<file path="config.mk">
export PLATFORM = sky130hd
export DESIGN_NAME = soft_forward_engine
export DESIGN_NICKNAME = d
export VERILOG_FILES = /design/src/rtl/soft_forward_engine.sv
export SDC_FILE = /design/constraint.sdc
export NUM_CORES = 1
export LEC_CHECK = 0
export BUFFER_PORTS_ARGS = -buffer_cell sky130_fd_sc_hd__buf_2
export CORE_AREA = 2 2 560 562
export CTS_BUF_LIST = sky130_fd_sc_hd__clkbuf_8 sky130_fd_sc_hd__clkbuf_16
export DETAILED_ROUTE_END_ITERATION = 8
export DIE_AREA = 0 0 562 564
export HOLD_SLACK_MARGIN = 0.12
export PLACE_DENSITY = 0.3
export SYNTH_ARGS = -nofsm -noshare
export SYNTH_HDL_FRONTEND = slang
export SYNTH_SLANG_ARGS = --single-unit
</file>
<file path="constraint.sdc">
create_clock -name clk -period 2.4 [get_ports clk]
set_input_delay 0.36 -clock clk [delete_from_list [all_inputs] [get_ports clk]]
set_output_delay 0.36 -clock clk [all_outputs]
set_load 0.02 [all_outputs]
</file>
<file path="src/rtl/soft_forward_engine.sv">
// -----------------------------------------------------------------------------
// soft_forward_engine
// Forward (alpha) recursion engine for the IDS soft decoder. One start pulse
// runs every step t = 1..N_len. Each step computes NUM_STATES*ND alpha cells,
// one per cycle, from the previous row held in a ping-pong bank and the gamma
// slices supplied for the current (t, d). Results stream out on a valid/ready
// port. Rows whose maximum falls below 2^(FRAC-NORM_SHIFT) are scaled up by
// 2^NORM_SHIFT for the next step, and the scale exponent is reported with
// every cell.
//
// Ports
//   clk, rst            clock, synchronous active-high reset
//   start, n_len        run request and strand length (clamped to 1..N_MAX)
//   g_t, g_d            step / drift index whose gammas must be on gamma*_in
//   gamma0_in/1_in      ND packed W-bit gammas (slice k = d' index), b=0 / b=1
//   out_valid/ready     cell stream handshake
//   out_t/s/d/data/exp  cell coordinates, alpha value, scale exponent
//   busy, done          run in progress, one-cycle completion pulse
// -----------------------------------------------------------------------------
module soft_forward_engine #(
   parameter  int W          = 32,
   parameter  int FRAC       = 24,
   parameter  int N_MAX      = 10,
   parameter  int D_MAX      = 10,
   parameter  int NORM_SHIFT = 8,
   parameter  int EXP_W      = 8,
   localparam int NS         = 2*N_MAX+1,
   localparam int ND         = 2*D_MAX+1,
   localparam int TW         = $clog2(N_MAX+1),
   localparam int SW         = $clog2(NS),
   localparam int DW         = $clog2(ND)
) (
   input  logic             clk,
   input  logic             rst,
   input  logic             start,
   input  logic [TW-1:0]    n_len,
   output logic [TW-1:0]    g_t,
   output logic [DW-1:0]    g_d,
   input  logic [ND*W-1:0]  gamma0_in,
   input  logic [ND*W-1:0]  gamma1_in,
   output logic             out_valid,
   input  logic             out_ready,
   output logic [TW-1:0]    out_t,
   output logic [SW-1:0]    out_s,
   output logic [DW-1:0]    out_d,
   output logic [W-1:0]     out_data,
   output logic [EXP_W-1:0] out_exp,
   output logic             busy,
   output logic             done
);
   localparam int           AW       = W + $clog2(2*ND);
   localparam logic [W-1:0] ONE      = W'(1) << FRAC;
   localparam logic [W-1:0] NORM_LIM = W'(1) << (FRAC-NORM_SHIFT);

   typedef enum logic [2:0] {ST_IDLE, ST_INIT, ST_CALC, ST_HOLD, ST_SWAP, ST_FIN} state_t;

   state_t           r_state, w_next;
   logic [W-1:0]     r_bank [0:1][0:NS-1][0:ND-1];
   logic             r_sel;          // index of the prev bank
   logic             r_norm;         // prev row is read shifted by NORM_SHIFT
   logic             r_drain;        // last cell of the row issued, awaiting accept
   logic [TW-1:0]    r_t, r_nlen, w_nlen;
   logic [SW-1:0]    r_s, w_s1;
   logic [DW-1:0]    r_d;
   logic [EXP_W-1:0] r_exp;
   logic [W-1:0]     r_rowmax;
   logic             r_out_valid, r_busy, r_done;
   logic [TW-1:0]    r_out_t;
   logic [SW-1:0]    r_out_s;
   logic [DW-1:0]    r_out_d;
   logic [W-1:0]     r_out_data, w_cell;
   logic [EXP_W-1:0] r_out_exp;
   logic [AW-1:0]    w_acc;
   logic             w_go, w_fire, w_norm_next;
   int               w_s1_i;

   // Fixed-point multiply: keep bits [FRAC+W-1:FRAC], saturate on overflow
   function automatic logic [W-1:0] fp_m(input logic [W-1:0] a, input logic [W-1:0] b);
      logic [2*W-1:0] p;
      p = {{W{1'b0}}, a} * {{W{1'b0}}, b};
      if (|p[2*W-1:FRAC+W]) fp_m = '1;
      else                  fp_m = p[FRAC+W-1:FRAC];
   endfunction

   // Optional renormalising left shift of a prev-bank operand, saturating
   function automatic logic [W-1:0] p_shift(input logic [W-1:0] x, input logic en);
      logic [W+NORM_SHIFT-1:0] wide;
      wide = {x, {NORM_SHIFT{1'b0}}};
      if (!en)                          p_shift = x;
      else if (|wide[W+NORM_SHIFT-1:W]) p_shift = '1;
      else                              p_shift = wide[W-1:0];
   endfunction

   assign g_t       = r_t;
   assign g_d       = r_d;
   assign out_valid = r_out_valid;
   assign out_t     = r_out_t;
   assign out_s     = r_out_s;
   assign out_d     = r_out_d;
   assign out_data  = r_out_data;
   assign out_exp   = r_out_exp;
   assign busy      = r_busy;
   assign done      = r_done;

   // A new cell may be produced when the output register is free or being taken
   assign w_go        = !r_out_valid || out_ready;
   assign w_fire      = ((r_state == ST_CALC) || (r_state == ST_HOLD)) && !r_drain && w_go;
   assign w_norm_next = (r_rowmax != '0) && (r_rowmax < NORM_LIM);

   // Strand length clamp to the supported range
   always_comb begin
      if (n_len == '0)                w_nlen = TW'(1);
      else if (n_len > TW'(N_MAX))    w_nlen = TW'(N_MAX);
      else                            w_nlen = n_len;
   end

   // Predecessor state of the b=1 branch: (s - t mod NS) mod NS
   always_comb begin
      w_s1_i = int'(r_s) + NS - (int'(r_t) % NS);
      if (w_s1_i >= NS) w_s1 = SW'(w_s1_i - NS);
      else              w_s1 = SW'(w_s1_i);
   end

   // Sum over all predecessor drifts for the current cell, saturated to W bits
   always_comb begin
      w_acc = '0;
      for (int k = 0; k < ND; k++) begin
         w_acc = w_acc
               + AW'(fp_m(gamma0_in[k*W +: W], p_shift(r_bank[r_sel][r_s][DW'(k)], r_norm)))
               + AW'(fp_m(gamma1_in[k*W +: W], p_shift(r_bank[r_sel][w_s1][DW'(k)], r_norm)));
      end
      if (|w_acc[AW-1:W]) w_cell = '1;
      else                w_cell = w_acc[W-1:0];
   end

   // Next-state logic
   always_comb begin
      w_next = r_state;
      case (r_state)
         ST_IDLE: begin
            if (start) w_next = ST_INIT;
            else       w_next = ST_IDLE;
         end
         ST_INIT: w_next = ST_CALC;
         ST_CALC, ST_HOLD: begin
            if (!w_go)        w_next = ST_HOLD;
            else if (r_drain) w_next = ST_SWAP;
            else              w_next = ST_CALC;
         end
         ST_SWAP: begin
            if (r_t == r_nlen) w_next = ST_FIN;
            else               w_next = ST_CALC;
         end
         ST_FIN:  w_next = ST_IDLE;
         default: w_next = ST_IDLE;
      endcase
   end

   // State register
   always_ff @(posedge clk) begin
      if (rst) r_state <= ST_IDLE;
      else     r_state <= w_next;
   end

   // Ping-pong alpha storage: INIT seeds the prev bank, CALC fills the cur bank
   always_ff @(posedge clk) begin
      if (!rst && (r_state == ST_INIT)) begin
         for (int s = 0; s < NS; s++) begin
            for (int d = 0; d < ND; d++) begin
               r_bank[r_sel][SW'(s)][DW'(d)] <= '0;
            end
         end
         r_bank[r_sel][SW'(0)][DW'(D_MAX)] <= ONE;
      end else if (!rst && w_fire) begin
         r_bank[~r_sel][r_s][r_d] <= w_cell;
      end
   end

   // Sequencing counters, row statistics and registered output port
   always_ff @(posedge clk) begin
      if (rst) begin
         r_sel       <= 1'b0;
         r_norm      <= 1'b0;
         r_drain     <= 1'b0;
         r_t         <= '0;
         r_nlen      <= '0;
         r_s         <= '0;
         r_d         <= '0;
         r_exp       <= '0;
         r_rowmax    <= '0;
         r_out_valid <= 1'b0;
         r_out_t     <= '0;
         r_out_s     <= '0;
         r_out_d     <= '0;
         r_out_data  <= '0;
         r_out_exp   <= '0;
         r_busy      <= 1'b0;
         r_done      <= 1'b0;
      end else begin
         case (r_state)
            ST_IDLE: begin
               r_done <= 1'b0;
               if (start) begin
                  r_nlen <= w_nlen;
                  r_busy <= 1'b1;
               end
            end
            ST_INIT: begin
               r_t      <= TW'(1);
               r_s      <= '0;
               r_d      <= '0;
               r_exp    <= '0;
               r_norm   <= 1'b0;
               r_drain  <= 1'b0;
               r_rowmax <= '0;
            end
            ST_CALC, ST_HOLD: begin
               if (w_go && r_drain) begin
                  r_out_valid <= 1'b0;
               end else if (w_fire) begin
                  r_out_valid <= 1'b1;
                  r_out_t     <= r_t;
                  r_out_s     <= r_s;
                  r_out_d     <= r_d;
                  r_out_data  <= w_cell;
                  r_out_exp   <= r_exp;
                  if (w_cell > r_rowmax) r_rowmax <= w_cell;
                  if (r_d == DW'(ND-1)) begin
                     r_d <= '0;
                     if (r_s == SW'(NS-1)) begin
                        r_s     <= '0;
                        r_drain <= 1'b1;
                     end else begin
                        r_s <= r_s + SW'(1);
                     end
                  end else begin
                     r_d <= r_d + DW'(1);
                  end
               end
            end
            ST_SWAP: begin
               r_sel    <= ~r_sel;
               r_norm   <= w_norm_next;
               r_rowmax <= '0;
               r_drain  <= 1'b0;
               r_s      <= '0;
               r_d      <= '0;
               if (w_norm_next && (r_exp != {EXP_W{1'b1}})) r_exp <= r_exp + EXP_W'(1);
               if (r_t == r_nlen) r_done <= 1'b1;
               else               r_t    <= r_t + TW'(1);
            end
            ST_FIN: begin
               r_done <= 1'b0;
               r_busy <= 1'b0;
            end
            default: begin
               r_done <= 1'b0;
            end
         endcase
      end
   end

endmodule
</file>
==> reports/metrics.cfg <==
[routing]
post-route-drc-count = 0
drt_iter0_markers = 98
detail_route.vias_per_cell = 0.381
drtPass1Iterations = 4
ant_nets = 0
finalWirelength_um = 8290
post_drt_wl_per_cell_um = 1.87
vias = 1690

[cts]
post-cts-setup-buffers = 0
clk_path_buf_depth = 2
insertion_delay_ns = 0.29
cts_resized = 0
clock_sink_count = 39
clock_pin_slew_of_the_registers_on_the_worst_case_setup_and_hold_paths_ns = 0.06
htree_num_levels = 2
clock-root-buffer = sky130_fd_sc_hd__clkbuf_16
cts_tree = built
cts_buffers = 5
cts_hold_buf = 0

[worst_setup_path]
rr_startpoint = g_d[0]$_SDFFE_PP0P_
crit_path_end_kind = flip-flop
required_ns = 2.62
setup.worst_path.start_class = flip-flop
arrival_ns = 2.08
criticalPathCategory = reg -> reg
critical-path-max-stage-delay_ns = 0.50
path_cells = inv_1 > ha_1 > and4b_1 > nor2_1 > buf_4 > or4_1 > a21oi_1
path_max_fanout = 12
worstSetupStartpoint = g_d[0]$_SDFFE_PP0P_
critical_path.slowest_cell = sky130_fd_sc_hd__or4_1

[outcome]
run_status = completed

[floorplan]
num_io_pins = 1418
placeableCoreArea_mm2 = 0.311
start_util_pct = 0.681
die_y_um = 564
chipWidth_um = 562
fp.dieArea_mm2 = 0.317
num_rows = 205

[logic_synthesis]
synth_sequential_area_ratio_pct = 36.9
mappedNetlistArea_mm2 = 0.00212
synthFlopType = sky130_fd_sc_hd__dfxtp_1
synth.ff_latch_count = 39
async_reset_ff_share_pct = 0
synth.top_cells.by_area = sky130_fd_sc_hd__dfxtp_1, sky130_fd_sc_hd__buf_4, sky130_fd_sc_hd__a21oi_1
netlist_top_cells_count = sky130_fd_sc_hd__buf_4, sky130_fd_sc_hd__dfxtp_1, sky130_fd_sc_hd__a21oi_1, sky130_fd_sc_hd__nand2_1, sky130_fd_sc_hd__nor2_1
post_synthesis_cell_type_with_the_largest_combined_area = sky130_fd_sc_hd__dfxtp_1
synthCells = 257
ys_warn_count = 0
synth_area_per_cell_um2 = 8.23
synthMostInstantiatedCell = sky130_fd_sc_hd__buf_4
count_of_flip_flops_with_a_built_in_enable_after_synthesis = 0
synth_cell_type_count = 45
netlist.area_leader.share_pct = 36.9

[placement]
finalWeightedCongestion = 0.593
post-dp-hpwl_um = 6940
portBuffers = 33

[final_layout]
number_of_inserted_filler_cells_in_the_final_layout = 37300
post_route_cells_drive_above_1_share_pct = 17.8
syn_to_final_growth_pct = 253
utilization_pct = 2.40
final-seq-area_um2 = 781
final_net_count = 1648
multi_input_comb_area_mm2 = 0.00110

[global_routing]
grt_pass1_wl_um = 11300
grt_overflow_total = 0
grtUsageTotal_pct = 0.555
antenna_found_initial = 1
number_of_global_route_vias_before_repair = 1587
grt_max_degree = 32

[timing]
period_share_pct = 77.4
final.setup_skew_ns = 0.00620
timing.final.crit_period_ns = 1.86
tightest_slew_ns = 0.611
final_hold_viol_count = 0
rsz0062_at_grt = false
clock.fmax_mhz = 539
final_count_of_pins_violating_max_slew = 0
slew-limit-headroom_pct = 59.2
setup_violations = 0
setup_tns_ns = 0

[pwr]
p_leak_nw = 1.04
power_density_mw_per_mm2 = 227
max-vdd-ir-drop_v = 0.000238

[worst_hold_path]
hold_path_class = in -> reg
worst_hold_startpoint = n_len[3]

[run]
maxCapViolations = 0

## cell usage in the layout (no fill, tap or decap), types with 2 or more instances in the layout
cell type	n
sky130_fd_sc_hd__conb_1	40
sky130_fd_sc_hd__dfxtp_1	39
sky130_fd_sc_hd__a21oi_1	34
sky130_fd_sc_hd__nand2_1	34
sky130_fd_sc_hd__buf_2	33
sky130_fd_sc_hd__nor2_1	16
sky130_fd_sc_hd__inv_1	8
sky130_fd_sc_hd__nand3_1	7
sky130_fd_sc_hd__o21ai_0	7
sky130_fd_sc_hd__nand2b_1	5
sky130_fd_sc_hd__nor3_1	5
sky130_fd_sc_hd__ha_1	5
sky130_fd_sc_hd__clkbuf_16	5
sky130_fd_sc_hd__buf_4	5
sky130_fd_sc_hd__xor2_1	4
sky130_fd_sc_hd__nor3b_1	4
sky130_fd_sc_hd__a211oi_1	3
sky130_fd_sc_hd__mux2i_1	3
sky130_fd_sc_hd__o31ai_1	3
sky130_fd_sc_hd__or4_1	3
sky130_fd_sc_hd__nor2b_1	3
sky130_fd_sc_hd__o41ai_1	2
## sequential cells by signal, indices dropped and copies added, names as in the netlist
register   cells
out_d          5
done           1
out_valid      1
g_t            4
busy           1
r_drain        1
r_s            5
g_d            5
r_state        3
out_t          4
r_nlen         4
out_s          5
## final timing paths
kind,endpoint,slack (ns),cells past startpoint
worst max register to register,r_s[3]$_SDFFE_PP0P_,0.54,7
worst min register to register,out_t[0]$_SDFFE_PP0P_,0.45,2
worst max-delay path,r_s[3]$_SDFFE_PP0P_,0.54,7
worst min-delay path,r_nlen[3]$_SDFFE_PP0P_,0.36,3
## cell families after synthesis
group	after synthesis	share of synthesized area (%)
compound gates	58	17.1
other cells	1	0.177
buf+inv	58	18.0
simple gates	86	20.4
xor+xnor	5	2.07
mux	4	1.95
fa+ha+maj	6	3.43
flops	39	36.9
## metal layers
| layer | part of all wire, % | track usage [%] |
|---|---|---|
| met1 | 29 | 0.395 |
| met4 | 6.4 | 0.807 |
| met5 | 0 | 0 |
| met3 | 1.3 | 0.0606 |
| met2 | 64 | 1.08 |
## power by group
part	total, mW	internal, mW	switching, mW
combinational	0.245	0.0610	0.184
clock	0.766	0.490	0.276
sequential	0.686	0.666	0.0207
## metrics by stage
step	power (mW)	std cells	setup WS, ns	cell area, µm²	hold slack, ns
2_1_floorplan	0.926	296	0.662	2260	0.453
3_3_place_gp	0.957	4424	0.578	7290	0.448
3_5_place_dp	0.954	4424	0.566	7290	0.448
4_1_cts	1.73	4432	0.553	7460	0.352
5_1_grt	1.78	4433	0.416	7470	0.369
6_report	1.70	4433	0.543	7470	0.359
## area by class of cell
cell class / count / share of cell area, %
inverter: 8 / 0.402
sequential: 39 / 10.5
timing repair buffer: 38 / 2.71
clock inverter: 3 / 0.587
clock buffer: 5 / 1.68
tap: 4140 / 69.4
antenna: 1 / 0.0335
multi-input combinational: 199 / 14.7
## critical path: cells and delay by family, from the launching register on
kind | cells | cell delay (ns)
flip-flops | 1 | 0.38
AO/OA/AOI/OAI | 1 | 0.15
adder cells (fa/ha/maj) | 1 | 0.15
buffers and inverters | 2 | 0.27
AND/OR/NAND/NOR | 3 | 0.82
No activity file was read; power rests on OpenSTA's default activity.
